--- config.mk ---
export PLATFORM = sky130hd
export DESIGN_NAME = ram_march_bist
export DESIGN_NICKNAME = d
export VERILOG_FILES = /design/src/rtl/ram_bist_pkg.sv /design/src/rtl/ram_bist_addr_gen.sv /design/src/rtl/ram_march_bist.sv
export SDC_FILE = /design/constraint.sdc
export NUM_CORES = 1
export LEC_CHECK = 0
export CAP_MARGIN = 5
export CORE_MARGIN = 1
export CORE_UTILIZATION = 49
export DETAILED_ROUTE_END_ITERATION = 7
export PLACE_DENSITY_LB_ADDON = 0.25
export SYNTH_ARGS = -nofsm -noshare
export SYNTH_HDL_FRONTEND = slang
export SYNTH_HIERARCHICAL = 1
export SYNTH_SLANG_ARGS = --single-unit
--- constraint.sdc ---
create_clock -name clk -period 6.2 [get_ports clk]
set_input_delay 1.24 -clock clk [delete_from_list [all_inputs] [get_ports clk]]
set_output_delay 1.24 -clock clk [all_outputs]
set_load 0.005 [all_outputs]
--- src/rtl/ram_bist_pkg.sv ---
// Shared types and March C- element tables
// for the RAM built-in self-test block.
package ram_bist_pkg;

    typedef enum logic [2:0] {
        M0 = 3'd0,
        M1 = 3'd1,
        M2 = 3'd2,
        M3 = 3'd3,
        M4 = 3'd4,
        M5 = 3'd5
    } elem_e;

    // Background bit, replicated across the word
    localparam logic B0 = 1'b0;
    localparam logic B1 = 1'b1;

    localparam logic [1:0] S_IDLE = 2'd0;
    localparam logic [1:0] S_RUN  = 2'd1;
    localparam logic [1:0] S_DONE = 2'd2;

    function automatic logic el_desc(elem_e e);
        return (e == M3) || (e == M4);
    endfunction

    function automatic logic el_has_read(elem_e e);
        return e != M0;
    endfunction

    function automatic logic el_has_write(elem_e e);
        return e != M5;
    endfunction

    function automatic logic el_rbg(elem_e e);
        logic b;
        case (e)
            M2, M4:  b = B1;
            default: b = B0;
        endcase
        return b;
    endfunction

    function automatic logic el_wbg(elem_e e);
        logic b;
        case (e)
            M1, M3:  b = B1;
            default: b = B0;
        endcase
        return b;
    endfunction

endpackage

--- src/rtl/ram_bist_addr_gen.sv ---
// Up/down address counter for the March
// elements, with end-of-element flag.
module ram_bist_addr_gen #(
    parameter int ADDR_W = 4,
    parameter int DEPTH  = 16
) (
    input  logic              clk,
    input  logic              rst_n,
    input  logic              init,
    input  logic              adv,
    input  logic              desc,
    input  logic              next_desc,
    output logic [ADDR_W-1:0] addr,
    output logic              last
);

    localparam logic [ADDR_W-1:0] TOP =
        ADDR_W'(DEPTH - 1);

    assign last = desc ? (addr == '0)
                       : (addr == TOP);

    // Step within an element; jump to the next
    // element's start address at its boundary
    always_ff @(posedge clk or negedge rst_n) begin
        if (!rst_n) begin
            addr <= '0;
        end else if (init) begin
            addr <= '0;
        end else if (adv) begin
            if (last)
                addr <= next_desc ? TOP : '0;
            else if (desc)
                addr <= addr - 1'b1;
            else
                addr <= addr + 1'b1;
        end
    end

endmodule

--- src/rtl/ram_march_bist.sv ---
// March C- self-test sequencer for the
// 16x16 synchronous RAM port.
import ram_bist_pkg::*;

module ram_march_bist #(
    parameter int DATA_W = 16,
    parameter int ADDR_W = 4,
    parameter int DEPTH  = 16
) (
    input  logic              clk,
    input  logic              rst_n,
    input  logic              start,
    output logic              busy,
    output logic              done,
    output logic              pass,
    output logic [ADDR_W-1:0] fail_addr,
    output logic [DATA_W-1:0] fail_data,
    output logic [DATA_W-1:0] fail_expect,
    output logic              mem_we,
    output logic [ADDR_W-1:0] mem_addr,
    output logic [DATA_W-1:0] mem_wdata,
    input  logic [DATA_W-1:0] mem_rdata
);

    logic [1:0]        st;
    elem_e             elem;
    logic              ph;
    logic [ADDR_W-1:0] addr;
    logic              last;

    logic              has_rd;
    logic              slot_end;
    logic              cmp_now;
    logic [DATA_W-1:0] rexp;
    logic              mism;
    logic              fin;
    logic              accept;
    logic              adv;
    logic              cur_desc;
    elem_e             nxt_elem;
    logic              nxt_ph;
    logic              nxt_we;
    logic              nxt_desc;
    logic [DATA_W-1:0] nxt_wd;

    // Current slot decode and next command
    always_comb begin
        has_rd   = el_has_read(elem);
        slot_end = !has_rd || ph;
        cmp_now  = (st == S_RUN) && has_rd && ph;
        rexp     = {DATA_W{el_rbg(elem)}};
        mism     = cmp_now && (mem_rdata != rexp);
        fin      = slot_end && last && (elem == M5);
        accept   = start && (st != S_RUN);
        adv      = (st == S_RUN) && !mism
                   && slot_end && !fin;
        cur_desc = el_desc(elem);
        nxt_elem = (slot_end && last)
                   ? elem_e'(elem + 3'd1) : elem;
        nxt_ph   = !slot_end;
        nxt_we   = nxt_ph ? el_has_write(nxt_elem)
                          : !el_has_read(nxt_elem);
        nxt_desc = el_desc(nxt_elem);
        nxt_wd   = {DATA_W{el_wbg(nxt_elem)}};
    end

    ram_bist_addr_gen #(
        .ADDR_W (ADDR_W),
        .DEPTH  (DEPTH)
    ) u_addr (
        .clk       (clk),
        .rst_n     (rst_n),
        .init      (accept),
        .adv       (adv),
        .desc      (cur_desc),
        .next_desc (nxt_desc),
        .addr      (addr),
        .last      (last)
    );

    assign mem_addr = addr;

    // Control FSM, compare and registered outputs
    always_ff @(posedge clk or negedge rst_n) begin
        if (!rst_n) begin
            st          <= S_IDLE;
            elem        <= M0;
            ph          <= 1'b0;
            busy        <= 1'b0;
            done        <= 1'b0;
            pass        <= 1'b0;
            fail_addr   <= '0;
            fail_data   <= '0;
            fail_expect <= '0;
            mem_we      <= 1'b0;
            mem_wdata   <= '0;
        end else if (accept) begin
            st          <= S_RUN;
            elem        <= M0;
            ph          <= 1'b0;
            busy        <= 1'b1;
            done        <= 1'b0;
            pass        <= 1'b0;
            fail_addr   <= '0;
            fail_data   <= '0;
            fail_expect <= '0;
            mem_we      <= 1'b1;
            mem_wdata   <= {DATA_W{B0}};
        end else if (st == S_RUN) begin
            if (mism) begin
                st          <= S_DONE;
                busy        <= 1'b0;
                done        <= 1'b1;
                pass        <= 1'b0;
                fail_addr   <= addr;
                fail_data   <= mem_rdata;
                fail_expect <= rexp;
                mem_we      <= 1'b0;
            end else if (fin) begin
                st     <= S_DONE;
                busy   <= 1'b0;
                done   <= 1'b1;
                pass   <= 1'b1;
                mem_we <= 1'b0;
            end else begin
                elem      <= nxt_elem;
                ph        <= nxt_ph;
                mem_we    <= nxt_we;
                mem_wdata <= nxt_wd;
            end
        end
    end

endmodule

==> flow_metrics.env, run 1 <==
export IMPL_layout_nets=292
export IMPL_vias=1834
export IMPL_routed_wl_mm=4.94
export IMPL_ir_drop_mv=0.241
export IMPL_hold_start="pass"
export IMPL_max_cap_viol_count=0
export IMPL_die_h_um=69.5
export IMPL_hold_ws_ns=0.525
export IMPL_min_delay_path_depth=2
export IMPL_area_growth_pct=27.6
export IMPL_async_reset_ff_frac=1.00
export IMPL_cts_path_max_buffers=2
export IMPL_p_int_uw=835
export IMPL_cpPeakStageDelay_ns=0.72
export IMPL_drt_iter0_drc=98
export IMPL_p_comb_frac=0.579
export IMPL_startpoint_type="register"
export IMPL_drive_gt1_frac=0.139
export IMPL_hold_violations=0
export IMPL_relSlewSlack=0.372
export IMPL_drc=0
export IMPL_rrSetupSlack_ns=2.09
export IMPL_cts_buffers_inserted=5
export IMPL_timing_rr_start="elem[0]"
export IMPL_clockRootBuffer="clkbuf_8"
export IMPL_max_freq_ghz=0.244
export IMPL_crit_chain="ha_1 > inv_1 > o21ai_0 > or4b_4 > mux2_4 > clkinv_4 > o21ai_1 > mux2i_1 > nand2_1 > o22ai_1 > inv_1 > or2_2 > a311oi_1"
export IMPL_fin_crit_sh=0.662
export IMPL_slew_violations=0
export IMPL_crit_buf_inv=3
export IMPL_rsz0062_at_grt="no"
export IMPL_insertedDiodeCount=0
export IMPL_ctsResizeCount=0
export IMPL_cts_tree="done"
export IMPL_grt_max_degree=35
export IMPL_synth_nets=247
export IMPL_grt_usage=0.215
export IMPL_dieArea_mm2=0.00483
export IMPL_status="completed"
export IMPL_finalSetupViolCount=0
export IMPL_nFillCells=369
export IMPL_cp_arrival_ns=4.30
export IMPL_viasPerCell=5.75
export IMPL_synth_flop_cell="dfrtp_1"
export IMPL_wire_per_inst_um=15.5
export IMPL_grt_pass1_vias=1628
export IMPL_critPathCaptureType="register"
export IMPL_insertion_delay_ns=0.29
export IMPL_slowest_stage="o21ai_0"
export IMPL_min_period_ns=4.11
export IMPL_clock_skew_ns=0.00761
export IMPL_synth_area_mm2=0.00223
export IMPL_overflow=0
export IMPL_start_util=0.513
export IMPL_tightest_slew_ns=0.933
export IMPL_cts_setup_buffers=0
export IMPL_utilization=0.654
export IMPL_r2r_cells=13
export IMPL_seq_area_frac_synth=0.381
export IMPL_worstHoldPathType="reg2reg"
export IMPL_leakage_uw=0.00126
export IMPL_tns_ns=0
export IMPL_grt_pass1_wl_mm=8.13
export IMPL_antenna_found_initial=0
export IMPL_htree_levels=2
export IMPL_ys_types=46
export IMPL_hold_buffers=0
export IMPL_die_w_um=69.5
export IMPL_yosys_warnings=6
export IMPL_drt_pass1_iter_count=5
export IMPL_crit_fanout=8
export IMPL_dpl_hpwl_mm=3.52
export IMPL_numPortBuffers=78
export IMPL_power_density_mw_per_mm2=473
export IMPL_cp_common_cell="inv_1"
export IMPL_core_mm2=0.00435
export IMPL_switchingPower_uw=513
export IMPL_p_clk_frac=0.129
export IMPL_synth_cells=221
export IMPL_r2r_end="u_addr/addr[0]"
export IMPL_worstPathRequired_ns=6.40
export IMPL_p_seq_frac=0.292
export IMPL_crit_family="compound AO/OA/AOI/OAI gates"
export IMPL_rows=24
export IMPL_swShare=0.380
export IMPL_place_congestion=0.842
export IMPL_antenna_left=0
export IMPL_cts_clk_slew_worst_paths_ns=0.07
export IMPL_crit_type="reg2reg"
export IMPL_hold_end="pass"
export IMPL_ys_ff_latch=34
export IMPL_synth_edf_count=0
export IMPL_cts_sink_count=34
export IMPL_ios=79
export IMPL_synth_avg_cell_area_um2=10.1
cells by family after synthesis:
group                      Yosys count  synth area share
AOI/OAI and AO/OA                   46             0.177
xor gates and xnor gates             5            0.0196
adders and majority gates            7            0.0426
buffers and inverters               50             0.166
DFF                                 34             0.381
muxes                                6            0.0291
and+or+nand+nor                     73             0.184
synth_stat cells (2+ instances only):
cell type / n / area share
a21bo_1: 2 / 0.0090
a21bo_2: 18 / 0.081
a21o_1: 2 / 0.0067
a21oi_1: 3 / 0.0067
buf_2: 2 / 0.0045
buf_4: 31 / 0.10
buf_6: 8 / 0.040
dfrtp_1: 34 / 0.38
ha_1: 6 / 0.034
inv_1: 8 / 0.013
mux2i_1: 5 / 0.022
nand2_1: 15 / 0.025
nand2_2: 2 / 0.0056
nand2b_1: 2 / 0.0056
nand3_1: 4 / 0.0090
nand4_1: 28 / 0.078
nor2_1: 8 / 0.013
nor2b_1: 2 / 0.0056
nor3_1: 2 / 0.0045
nor4_1: 5 / 0.014
o21ai_0: 6 / 0.013
xnor2_1: 4 / 0.016
routing by layer:
layer,track usage,wire [µm]
met5,0,0
met4,0.0884,103
met3,0.0509,278
met2,0.343,2370
met1,0.280,2190
state kept, by name, indices dropped and copies added (netlist names):
name / count
done: 1
elem: 3
fail_addr: 4
fail_data: 16
fail_expect: 1
mem_wdata: 1
mem_we: 1
pass: 1
ph: 1
st: 1
u_addr/addr: 4
metrics by stage:
| stage | total power (µW) | area [µm²] | instances | worst slack (ns) |
|---|---|---|---|---|
| finish | 1350 | 2850 | 319 | 2.09 |
| global route | 1440 | 2850 | 319 | 1.81 |
| CTS | 1350 | 2850 | 319 | 2.12 |
| detailed placement | 1170 | 2750 | 311 | 2.04 |
| global placement | 1150 | 2750 | 311 | 2.15 |
| floorplan | 919 | 2230 | 221 | 2.72 |
worst max-delay path by stage:
| stage | end | depth (start not counted) | slack, ns | start |
|---|---|---|---|---|
| floorplan | u_addr/addr[0] | 13 | 2.72 | elem[0] |
| global placement | u_addr/addr[2] | 9 | 2.15 | mem_rdata[0] |
| detailed placement | u_addr/addr[2] | 9 | 2.04 | mem_rdata[0] |
| CTS | u_addr/addr[0] | 13 | 2.12 | elem[0] |
| global route | u_addr/addr[0] | 13 | 1.81 | elem[0] |
| finish | u_addr/addr[0] | 13 | 2.09 | elem[0] |
final cells by class:
type,instances,area (µm²),share of cell area
multi-input cells,137,1010,0.355
flip-flops and latches,34,851,0.299
repair buffers,79,788,0.277
clock buffers,6,82.6,0.0290
well taps,52,65.1,0.0228
inverters,9,38.8,0.0136
clock inverters,2,12.5,0.00439
cells in the final DEF, fill, tap and decap left out, types with 2 or more instances in the layout:
cell / n
clkbuf_8: 6
nand2_2: 2
nor2_1: 8
dfrtp_1: 34
inv_1: 8
clkdlybuf4s50_1: 78
ha_1: 6
mux2i_1: 5
nor3_1: 2
a21oi_1: 3
nand3_1: 4
a21bo_1: 2
nor4_1: 5
nor2b_1: 2
nand4_1: 28
o21ai_0: 6
nand2_1: 15
a21bo_2: 18
nand2b_1: 2
xnor2_1: 4
a21o_1: 2
power groups by stage:
stage | sequential (µW) | combinational, µW | clock (µW)
final | 394 | 781 | 174
after global placement | 397 | 758 | 0
after detailed placement | 397 | 777 | 0
after global routing | 408 | 846 | 189
after floorplan | 382 | 537 | 0
after CTS | 395 | 781 | 174
worst register-to-register path, cell delays in order, from the launching register on:
cell	delay (ns)
dfrtp_1	0.51
ha_1	0.25
inv_1	0.04
o21ai_0	0.72
or4b_4	0.56
mux2_4	0.32
clkinv_4	0.09
o21ai_1	0.17
mux2i_1	0.28
nand2_1	0.08
o22ai_1	0.37
inv_1	0.07
or2_2	0.30
a311oi_1	0.26
Note: power is estimated with default switching activity, not from simulation.
==> run 2, diff against run 1 <==
Settings changed: CORE_UTILIZATION 49 to 45.
Clock period 6.2 ns to 3.8 ns, I/O delays scaled along.
==> run 2 against run 1 <==
Core utilization decreased by 4.2 points. Global-route usage fell by 1.7 points. Count of clock-buffer cells in the layout up 1. Register-to-register slack worse by 1.8 ns. Flip-flop and latch count stayed put. Routed wire length increased by 1.4%. Largest cell class unchanged. Highest routed layer unchanged.
==> flow_metrics.env, run 2 (synthesis gave the netlist of run 1 again) <==
export IMPL_largest_reg_flops=16
export IMPL_grt_max_degree=35
export IMPL_clockRootBuffer="clkbuf_8"
export IMPL_rows=25
export IMPL_hold_ws_ns=0.526
export IMPL_cts_setup_buffers=0
export IMPL_crit_buf_inv=3
export IMPL_drt_iter0_drc=134
export IMPL_tns_ns=0
export IMPL_antenna_left=0
export IMPL_final_cell_area_mm2=0.00291
export IMPL_ios=79
export IMPL_slowest_stage="or4b_4"
export IMPL_layout_nets=297
export IMPL_max_cap_viol_count=0
export IMPL_cts_path_max_buffers=2
export IMPL_insertedDiodeCount=0
export IMPL_wire_per_inst_um=14.8
export IMPL_cpPeakStageDelay_ns=0.51
export IMPL_startpoint_type="register"
export IMPL_crit_type="reg2reg"
export IMPL_start_util=0.469
export IMPL_dpl_hpwl_mm=3.57
export IMPL_reg_top3="fail_data (16), fail_addr (4), u_addr/addr (4)"
export IMPL_numPortBuffers=78
export IMPL_finalSetupViolCount=0
export IMPL_antenna_found_initial=0
export IMPL_tightest_slew_ns=0.539
export IMPL_mostFrequentLayoutCell="clkdlybuf4s50_1"
export IMPL_drive_gt1_frac=0.158
export IMPL_core_mm2=0.00475
export IMPL_crit_chain="inv_1 > ha_1 > nand2_1 > o21ai_0 > or4b_4 > mux2_4 > clkinv_4 > o21ai_1 > mux2i_2 > nand2_1 > o22ai_2 > inv_1 > or2_2 > a311oi_1"
export IMPL_drc=0
export IMPL_dieArea_mm2=0.00525
export IMPL_crit_family="simple AND/OR/NAND/NOR gates"
export IMPL_die_h_um=72.4
export IMPL_nFillCells=436
export IMPL_htree_levels=2
export IMPL_slew_violations=0
export IMPL_crit_fanout=8
export IMPL_cts_buffers_inserted=5
export IMPL_max_freq_ghz=0.283
export IMPL_vias=1828
export IMPL_clock_skew_ns=0.00375
export IMPL_overflow=0
export IMPL_min_period_ns=3.53
export IMPL_viasPerCell=5.39
export IMPL_cts_clk_slew_worst_paths_ns=0.07
export IMPL_hold_violations=0
export IMPL_area_growth_pct=30.4
export IMPL_ir_drop_mv=0.427
export IMPL_placed_cell_area_mm2=0.00281
export IMPL_status="completed"
export IMPL_grt_usage=0.198
export IMPL_grt_pass1_wl_mm=8.09
export IMPL_cts_tree="done"
export IMPL_grt_pass1_vias=1725
export IMPL_routed_wl_mm=5.02
export IMPL_worstPathRequired_ns=3.99
export IMPL_critPathCaptureType="register"
export IMPL_cts_sink_count=34
export IMPL_relSlewSlack=0.640
export IMPL_power_density_mw_per_mm2=763
export IMPL_fin_crit_sh=0.929
export IMPL_drt_pass1_iter_count=4
export IMPL_cp_arrival_ns=3.72
export IMPL_final_cell_mix="clkdlybuf4s50_1 (78), dfrtp_1 (34), nand4_1 (28)"
export IMPL_top_register="fail_data"
export IMPL_worstHoldPathType="reg2reg"
export IMPL_place_congestion=0.890
export IMPL_leakage_uw=0.00128
export IMPL_die_w_um=72.4
export IMPL_insertion_delay_ns=0.28
[run 2: cell count changes in the layout (fill, tap and decap cells not counted)]
| cell | delta |
|---|---|
| mux2i_2 | +1 |
| clkinvlp_4 | -1 |
| buf_4 | +5 |
| o22ai_1 | -1 |
| mux2i_1 | -1 |
| clkbuf_1 | +1 |
| o22ai_2 | +1 |
[run 2: cell type report]
type                            count  area, µm²  area share
Clock inverter                      1       5.00     0.00172
Tap cell                           67       83.8      0.0288
Clock buffer                        7       86.3      0.0297
Inverter                            9       38.8      0.0133
Sequential cell                    34        851       0.292
Timing Repair Buffer               84        826       0.284
Multi-Input combinational cell    137       1020       0.350
[run 2: per-stage QoR]
step	std cells	setup WS, ns	util	total power [µW]
after floorplan	221	0.324	-	1500
after global placement	331	0.357	0.591	1920
after detailed placement	331	0.254	0.591	1940
after CTS	339	0.227	0.610	2230
after global routing	339	-0.0331	0.612	2400
final	339	0.271	0.612	2220
[run 2: repair_timing]
| action | in CTS | in global routing |
|---|---|---|
| hold buffers | 0 | 0 |
| resized for setup | 0 | 2 |
| endpoints found under the setup margin | 0 | 1 |
[run 2: tightest hold or removal path: cells and delay by family (launching register included)]
family,cells,cell delay [ns]
compound gates,2,0.14
flops,1,0.35
[run 2: path summary, 6_finish.rpt]
check	to	start	cells past startpoint	slack [ns]
worst max register to register	u_addr/addr[0]	elem[0]	14	0.27
worst min-delay path	mem_we	mem_we	2	0.53
max in group asynchronous	fail_addr[3]	rst_n	2	2.61
min in group asynchronous	fail_data[10]	rst_n	2	0.88
worst max-delay path	u_addr/addr[0]	elem[0]	14	0.27
worst min register to register	mem_we	mem_we	2	0.53
[run 2: power breakdown]
part,total [µW],switching (µW),leakage (µW),internal [µW]
Clock,273,127,0.0000482,146
Sequential,640,145,0.000443,494
Combinational,1310,551,0.000788,758
[run 2: metal layers]
layer / wire length, µm / global-route usage
met5: 0 / 0
met4: 30 / 0.0479
met3: 222 / 0.0458
met2: 2510 / 0.330
met1: 2250 / 0.261
==> run 3, diff against run 2 <==
Settings changed: CORE_MARGIN 1 to unset.
==> results of run 3 <==
No change in the layout: final DEF, timing and power equal those of run 2.
